===== config.mk =====
export PLATFORM = sky130hd
export DESIGN_NAME = riscv_cpu_top
export DESIGN_NICKNAME = d
export VERILOG_FILES = /design/src/rtl/riscv_cpu_top.sv
export SDC_FILE = /design/constraint.sdc
export NUM_CORES = 2
export LEC_CHECK = 0
export ABC_AREA = 0
export BUFFER_PORTS_ARGS = -buffer_cell sky130_fd_sc_hd__buf_4
export CAP_MARGIN = 0
export CORE_ASPECT_RATIO = 0.75
export CORE_MARGIN = 1.5
export CORE_UTILIZATION = 55
export CTS_CLUSTER_SIZE = 16
export DETAILED_ROUTE_END_ITERATION = 6
export PLACE_DENSITY = 0.75
export SLEW_MARGIN = 5
export SYNTH_ARGS = -nofsm -noshare
export SYNTH_HDL_FRONTEND = slang
export SYNTH_SLANG_ARGS = --single-unit
export TNS_END_PERCENT = 50

===== constraint.sdc =====
create_clock -name clk -period 40.6 [get_ports clk]
set_input_delay 4.06 -clock clk [delete_from_list [all_inputs] [get_ports clk]]
set_output_delay 4.06 -clock clk [all_outputs]
set_load 0.02 [all_outputs]

===== src/rtl/riscv_cpu_top.sv =====
// riscv_cpu_top: single-cycle RV32I core with separate instruction and data ports.
// Define RV32M_MUL_EN to add MUL/MULH/MULHSU/MULHU; otherwise those encodings are NOPs.
module riscv_cpu_top #(
  parameter logic [31:0] RESET_PC = 32'h0000_0000
) (
  input  logic        clk,
  input  logic        rst,
  output logic [31:0] i_mem_addr,
  input  logic [31:0] i_mem_rdata,
  output logic [31:0] d_mem_addr,
  output logic [31:0] d_mem_wdata,
  output logic [3:0]  d_mem_wen,
  input  logic [31:0] d_mem_rdata
);
  localparam logic [6:0] OP_LUI    = 7'b0110111;
  localparam logic [6:0] OP_AUIPC  = 7'b0010111;
  localparam logic [6:0] OP_JAL    = 7'b1101111;
  localparam logic [6:0] OP_JALR   = 7'b1100111;
  localparam logic [6:0] OP_BRANCH = 7'b1100011;
  localparam logic [6:0] OP_LOAD   = 7'b0000011;
  localparam logic [6:0] OP_STORE  = 7'b0100011;
  localparam logic [6:0] OP_IMM    = 7'b0010011;
  localparam logic [6:0] OP_REG    = 7'b0110011;

  logic [31:0] pc;
  logic [31:0] regs [1:31];

  logic [31:0] instr;
  logic [6:0]  opcode, funct7;
  logic [4:0]  rd, rs1, rs2;
  logic [2:0]  funct3;

  assign instr  = i_mem_rdata;
  assign opcode = instr[6:0];
  assign rd     = instr[11:7];
  assign funct3 = instr[14:12];
  assign rs1    = instr[19:15];
  assign rs2    = instr[24:20];
  assign funct7 = instr[31:25];

  logic signed [31:0] imm_i, imm_s, imm_b, imm_u, imm_j;
  assign imm_i = {{20{instr[31]}}, instr[31:20]};
  assign imm_s = {{20{instr[31]}}, instr[31:25], instr[11:7]};
  assign imm_b = {{19{instr[31]}}, instr[31], instr[7], instr[30:25], instr[11:8], 1'b0};
  assign imm_u = {instr[31:12], 12'b0};
  assign imm_j = {{11{instr[31]}}, instr[31], instr[19:12], instr[20], instr[30:21], 1'b0};

  logic signed [31:0] rs1_val, rs2_val;
  assign rs1_val = (rs1 == 5'd0) ? 32'sd0 : regs[rs1];
  assign rs2_val = (rs2 == 5'd0) ? 32'sd0 : regs[rs2];

  // Shared adder for load/store/JALR addressing; also exposed on d_mem_addr.
  logic [31:0] addr_sum;
  assign addr_sum = rs1_val + ((opcode == OP_STORE) ? imm_s : imm_i);

  logic [7:0]  ld_byte;
  logic [15:0] ld_half;
  assign ld_byte = d_mem_rdata[{addr_sum[1:0], 3'b000} +: 8];
  assign ld_half = addr_sum[1] ? d_mem_rdata[31:16] : d_mem_rdata[15:0];

  function automatic logic [31:0] alu(input logic [2:0] f3, input logic alt,
                                      input logic signed [31:0] a,
                                      input logic signed [31:0] b);
    logic [4:0] sh;
    sh = b[4:0];
    case (f3)
      3'b000:  alu = alt ? a - b : a + b;
      3'b001:  alu = a << sh;
      3'b010:  alu = {31'b0, a < b};
      3'b011:  alu = {31'b0, $unsigned(a) < $unsigned(b)};
      3'b100:  alu = a ^ b;
      3'b110:  alu = a | b;
      3'b111:  alu = a & b;
      default: begin
        if (alt) alu = a >>> sh;
        else     alu = $unsigned(a) >> sh;
      end
    endcase
  endfunction

`ifdef RV32M_MUL_EN
  // One 33x33 signed multiplier covers all four variants via per-operand sign extension.
  logic signed [32:0] mul_a, mul_b;
  logic signed [63:0] mul_p;
  assign mul_a = {(funct3[1:0] != 2'b11) & rs1_val[31], rs1_val};
  assign mul_b = {~funct3[1] & rs2_val[31], rs2_val};
  assign mul_p = 64'(mul_a * mul_b);
`endif

  logic [31:0] next_pc, wb_val, st_wdata;
  logic [3:0]  st_wen;
  logic        wb_en, take;

  always_comb begin
    next_pc  = pc + 32'd4;
    wb_en    = 1'b0;
    wb_val   = '0;
    st_wen   = 4'b0000;
    st_wdata = rs2_val;
    take     = 1'b0;
    case (opcode)
      OP_LUI: begin
        wb_en  = 1'b1;
        wb_val = imm_u;
      end
      OP_AUIPC: begin
        wb_en  = 1'b1;
        wb_val = pc + imm_u;
      end
      OP_JAL: begin
        wb_en   = 1'b1;
        wb_val  = pc + 32'd4;
        next_pc = pc + imm_j;
      end
      OP_JALR: begin
        if (funct3 == 3'b000) begin
          wb_en   = 1'b1;
          wb_val  = pc + 32'd4;
          next_pc = {addr_sum[31:1], 1'b0};
        end
      end
      OP_BRANCH: begin
        case (funct3)
          3'b000:  take = (rs1_val == rs2_val);
          3'b001:  take = (rs1_val != rs2_val);
          3'b100:  take = (rs1_val < rs2_val);
          3'b101:  take = (rs1_val >= rs2_val);
          3'b110:  take = ($unsigned(rs1_val) < $unsigned(rs2_val));
          3'b111:  take = ($unsigned(rs1_val) >= $unsigned(rs2_val));
          default: take = 1'b0;
        endcase
        if (take) next_pc = pc + imm_b;
      end
      OP_LOAD: begin
        wb_en = 1'b1;
        case (funct3)
          3'b000:  wb_val = {{24{ld_byte[7]}}, ld_byte};
          3'b001:  wb_val = {{16{ld_half[15]}}, ld_half};
          3'b010:  wb_val = d_mem_rdata;
          3'b100:  wb_val = {24'b0, ld_byte};
          3'b101:  wb_val = {16'b0, ld_half};
          default: wb_en  = 1'b0;
        endcase
      end
      OP_STORE: begin
        case (funct3)
          3'b000: begin
            st_wen   = 4'b0001 << addr_sum[1:0];
            st_wdata = {4{rs2_val[7:0]}};
          end
          3'b001: begin
            st_wen   = addr_sum[1] ? 4'b1100 : 4'b0011;
            st_wdata = {2{rs2_val[15:0]}};
          end
          3'b010:  st_wen = 4'b1111;
          default: st_wen = 4'b0000;
        endcase
      end
      OP_IMM: begin
        if (funct3 == 3'b001) wb_en = (funct7 == 7'b0000000);
        else if (funct3 == 3'b101) wb_en = (funct7 == 7'b0000000) || (funct7 == 7'b0100000);
        else wb_en = 1'b1;
        wb_val = alu(funct3, (funct3 == 3'b101) && instr[30], rs1_val, imm_i);
      end
      OP_REG: begin
        if (funct7 == 7'b0000000) begin
          wb_en  = 1'b1;
          wb_val = alu(funct3, 1'b0, rs1_val, rs2_val);
        end else if (funct7 == 7'b0100000) begin
          wb_en  = (funct3 == 3'b000) || (funct3 == 3'b101);
          wb_val = alu(funct3, 1'b1, rs1_val, rs2_val);
        end
`ifdef RV32M_MUL_EN
        else if (funct7 == 7'b0000001 && !funct3[2]) begin
          wb_en  = 1'b1;
          wb_val = (funct3[1:0] == 2'b00) ? mul_p[31:0] : mul_p[63:32];
        end
`endif
      end
      default: ;
    endcase
  end

  always_ff @(posedge clk or posedge rst) begin
    if (rst) begin
      pc <= RESET_PC;
      for (int i = 1; i < 32; i++) regs[i] <= '0;
    end else begin
      pc <= next_pc;
      if (wb_en && rd != 5'd0) regs[rd] <= wb_val;
    end
  end

  assign i_mem_addr  = pc;
  assign d_mem_addr  = addr_sum;
  assign d_mem_wdata = st_wdata;
  assign d_mem_wen   = rst ? 4'b0000 : st_wen;
endmodule


### Word-level counts from Yosys, hierarchy flattened

Index checks and enable logic that the tools add are counted.

| storage, ports and cells | value |
|---|---|
| register bits | 1024 |
| latch bits | 0 |
| bits in writable memories | 0 |
| bits in read-only memories | 0 |
| input bits | 66 |
| output and inout bits | 100 |
| logic and storage cells | 140 |
| memories | 0 |

| cells by class | value |
|---|---|
| add/sub/neg operators | 9 |
| multipliers | 0 |
| divide/modulo/power cells | 0 |
| magnitude comparators | 10 |
| equal/unequal tests | 19 |
| shift-type cells | 8 |
| mux-type cells | 41 |
| bitwise operators | 9 |
| reductions and logical operators | 12 |

Operators with widths:

| kind | count |
|---|---|
| 992-bit bitwise mux | 1 |
| 32-bit case mux with 7 select lines | 4 |
| 32-bit 2-to-1 mux | 15 |
| 32-bit binary-select mux with 5-bit select | 2 |
| 32-bit demux with 5-bit select | 1 |
| 32-bit case mux with 5 select lines | 1 |
| 32-bit adder | 4 |
| 32-bit less-than comparator | 3 |
| 32-bit case mux with 3 select lines | 1 |
| 32-bit by 12-bit adder with 32-bit output | 2 |
| 32-bit greater-or-equal comparator | 2 |
| 32-bit case mux with 2 select lines | 1 |
| 32-bit by 5-bit << shifter with 32-bit output | 2 |
| 32-bit by 5-bit right shift with 32-bit output | 2 |
| 32-bit by 5-bit >>> shifter with 32-bit output | 2 |
| 32-bit by 3-bit adder with 32-bit output (second input constant) | 1 |
| 32-bit by 12-bit AND with 32-bit output | 1 |
| 32-bit AND | 1 |
| 32-bit equality test | 1 |
| 32-bit by 12-bit less-than comparator with 1-bit output | 1 |
| 32-bit inequality test | 1 |
| 32-bit by 12-bit OR with 32-bit output | 1 |
| 32-bit OR | 1 |
| 32-bit by 6-bit variable part select with 8-bit output | 1 |
| 30 further kinds | 56 |

### Depth between registers and ports, before layout

| depth | value |
|---|---|
| depth after elaboration | 11 |
| mapped depth | 30 |

### Least setup slack after synthesis

Ideal clock, no wire load.

| timing | value |
|---|---|
| kind | input -> output |
| start point | input port rst |
| end point | output port d_mem_wen[0] |
| data arrival time | 29.033 ns |
| required time | 36.540 ns |
| setup slack | 7.507 ns |
| stages on the path | 3 |
| cells stage by stage | inv_1 nand4_1 nor2_1 |

| on the way | value |
|---|---|
| word-level cells in the longest chain between the ends | 1 |

Ends and longest elaborated chain:

| what | line | RTL |
|---|---|---|
| from (decl) | 7 | `input logic rst,` |
| 4-bit 2-to-1 mux | 197 | `assign d_mem_wen = rst ? 4'b0000 : st_wen;` |
| to (decl) | 12 | `output logic [3:0] d_mem_wen,` |

No other way between the ends.

### Worst setup path in the final report

| timing | value |
|---|---|
| start point | input port i_mem_rdata[16] |
| end point | output port d_mem_addr[26] |

| on the way | value |
|---|---|
| word-level cells in the longest chain between the ends | 6 |
| elaborated cells on any way between the ends | 7 |

Ends and longest elaborated chain:

| what | line | RTL |
|---|---|---|
| from (decl) | 9 | `input logic [31:0] i_mem_rdata,` |
| 5-bit NOT with 6-bit output (implied by the code) | 49 | `assign rs1_val = (rs1 == 5'd0) ? 32'sd0 : regs[rs1];` |
| 32-bit binary-select mux with 5-bit select | 49 |  |
| 32-bit 2-to-1 mux (implied by the code) (2 in a row) | 49 |  |
| 32-bit 2-to-1 mux * | 49 |  |
| 32-bit by 12-bit adder with 32-bit output * | 54 | `assign addr_sum = rs1_val + ((opcode == OP_STORE) ? imm_s : imm_i);` |
| to (decl) | 10 | `output logic [31:0] d_mem_addr,` |

Mark *: on every way between the ends. The rest lies on a longest branch, timed or not. The select of a mux whose other input is x is not followed.

==> reports/qor.yml <==
critical_path:
  cp_max_fo: 50
  required_ns: 36.54
  critPathKind: "primary input to output pin"
  r2r_slack_ns: 31.53
  worstPathArrival_ns: 11.34
  critPathLaunchType: "primary input"
  cp-end-kind: "output pin"
sta:
  setup_viol: 0
  grt_setup_unrepaired: "no"
  fin_skew_ns: 0.0558
  maxSlewViolCount: 12
  hold_viol: 0
  setup_tns_ns: 0
  fmax_ghz: 0.0650
  slew_headroom: -0.0992
  whs_ns: 0.502
  fin_crit_sh: 0.379
  min_period_ns: 15.40
  worstMarginPinSlew_ns: 1.64
floorplan:
  coreArea_sq_um: 145000
  fp.dieArea_sq_um: 149000
  die_h_microns: 334
  ios: 166
  initial_core_util: 0.555
  num_rows: 121
  die_w_microns: 445
clock_network:
  numClockSinks: 1023
  clk_transition_reported_paths_ns: 0.06
  hold_buffers: 0
  clockRootBuffer: "clkbuf_16"
  post_cts_resized: 0
  cts_htree_levels: 3
  cts_made_buffers: 97
  clkLatencyLatePin_ns: 0.77
  clk_path_buf_depth: 3
  cts_setup_buffers: 0
  cts_tree: "built"
power_and_ir_drop:
  p_leak_nw: 37.2
  share_seq_of_total_power: 0.343
  ir_drop_v: 0.0000367
  power_switching_w: 0.00128
  p_per_area_nw_per_um2: 37.2
  comb_power_share: 0.349
  power.internal_w: 0.00195
  p_sw_frac: 0.396
  clkPwrFrac: 0.308
place:
  hpwl_mm: 300
  gp_congestion: 1.17
  port-buffer-count: 164
  dp_cells: 10041
synth:
  synth_area_leaders: "dfrtp_1, mux4_2, mux2_2"
  ys_seq_area_frac: 0.318
  avgSynthCellArea_sq_um: 9.54
  ys.flop_type: "dfrtp_1"
  async_reset_ff_frac: 1.00
  synth_top_area_frac: 0.318
  synth_seq_cells: 1023
  synth_edf_count: 0
  synth.distinct_cells: 118
  syn-instance-count: 8447
  syn-cell-area_sq_um: 80500
  post-synth-top-area-cell: "dfrtp_1"
  synth_nets: 8776
  yosysWarnings: 0
worst_hold_path:
  hp-class: "register to register"
grt:
  grt_usage: 0.559
  grt.overflow.total: 0
  antenna_found_initial: 37
  grt_max_degree: 169
  grt_pass1_vias: 76299
  grt_pass1_wl_mm: 589
status:
  outcome: "finished with violations"
  violations: "DRC, capacitance limit, slew limit"
layout:
  final_cell_mix: "dfrtp_1, nor2_1, nand2_1, a21oi_1, o21ai_0"
  fin_util: 0.598
  fin_cells: 10250
  layout_commonest_cell: "dfrtp_1"
  nets: 8563
  syn2layout_area_growth_pct: 7.81
  fillCellCount: 12012
  drive_above_1_share: 0.211
route:
  drc: 272
  routed_wl_mm: 427
  antenna_left: 0
  drt_iter0_drc: 16310
  via_count: 81538
  via_per_inst: 7.95
  wl_per_cell_microns: 41.6
  dr.pass1.iters: 7
flow_run:
  drv_cap: 6
stage by stage:
step | power, W | instance area, sq um | setup slack [ns]
floorplan | 0.00175 | 80500 | 7.51
global placement | 0.00216 | 83300 | 25.78
detailed placement | 0.00217 | 83300 | 25.67
CTS | 0.00314 | 86800 | 25.68
global route | 0.00328 | 86800 | 25.17
finish | 0.00323 | 86800 | 25.20
layer usage:
layer,global-route usage,wire (microns),up-vias,part of all wire
li1,-,-,31370,-
met1,0.707,153000,40055,0.36
met2,0.706,158000,8042,0.37
met3,0.341,81200,2015,0.19
met4,0.339,33600,56,0.079
met5,0.0392,1200,-,0.0028
power by group through the flow:
stage | Clock, W | Combinational (W) | Sequential [W]
5_1_grt | 0.00103 | 0.00114 | 0.00111
3_3_place_gp | 0 | 0.00104 | 0.00112
3_5_place_dp | 0 | 0.00104 | 0.00112
6_report | 0.000993 | 0.00113 | 0.00111
2_1_floorplan | 0 | 0.000636 | 0.00111
4_1_cts | 0.000988 | 0.00105 | 0.00110
cell usage after synthesis (103+ instances only):
cell type  number
nand3_1       126
buf_2         155
mux2i_1       461
nor3_1        103
dfrtp_1      1023
mux2_2        474
clkbuf_1      458
xnor2_1       105
a22oi_1       133
nand2_1       726
o21ai_0       550
nor4_1        110
nor2_1        765
inv_1         189
ha_1          255
mux4_2        432
a21oi_1       705
state kept, by name (all words and copies together), names as in the netlist:
signal      flops
regs          992
i_mem_addr     31
kinds of logic (layout without fill, tap and decap cells):
family | count (synthesis) | after routing | share of synthesized area
other cells | 1 | 31 | 0.0000466
xor+xnor | 154 | 154 | 0.0167
simple gates | 2191 | 2191 | 0.123
compound gates | 2444 | 2444 | 0.196
fa+ha+maj | 263 | 263 | 0.0416
flops | 1023 | 1023 | 0.318
buf+inv | 981 | 848 | 0.0565
mux | 1390 | 1390 | 0.249
worst max-delay path, stage by stage:
cell and delay (ns):
buf_6 0.34, buf_4 0.62, buf_4 0.76, mux4_2 0.60, nor2b_1 0.14, a211oi_1 0.76
o21ai_1 0.57, and2_0 0.30, buf_4 0.20, ha_1 0.52, inv_1 0.25, nand4_1 0.30
or2_2 0.44, o311ai_0 0.90, xnor2_1 0.22, buf_4 0.18
final timing paths:
check                                 end  depth (start not counted)            start
max                        d_mem_addr[26]                         16  i_mem_rdata[16]
max in group asynchronous       regs[634]                          5              rst
min reg2reg                     regs[304]                          2        regs[304]
max reg2reg                      regs[22]                         18        regs[515]
min in group asynchronous       regs[167]                          2              rst
min                             regs[304]                          2        regs[304]
final cells by class:
cell class,count,area [sq um],area share
inverter,205,782,0.00901
tap,1906,2380,0.0275
clock buffer,140,2810,0.0324
sequential,1023,25600,0.295
clock inverter,39,601,0.00692
timing repair buffer,464,3610,0.0416
multi-input combinational,6443,51000,0.587
antenna,30,75.1,0.000865
Power figures use the tool's default switching activity.
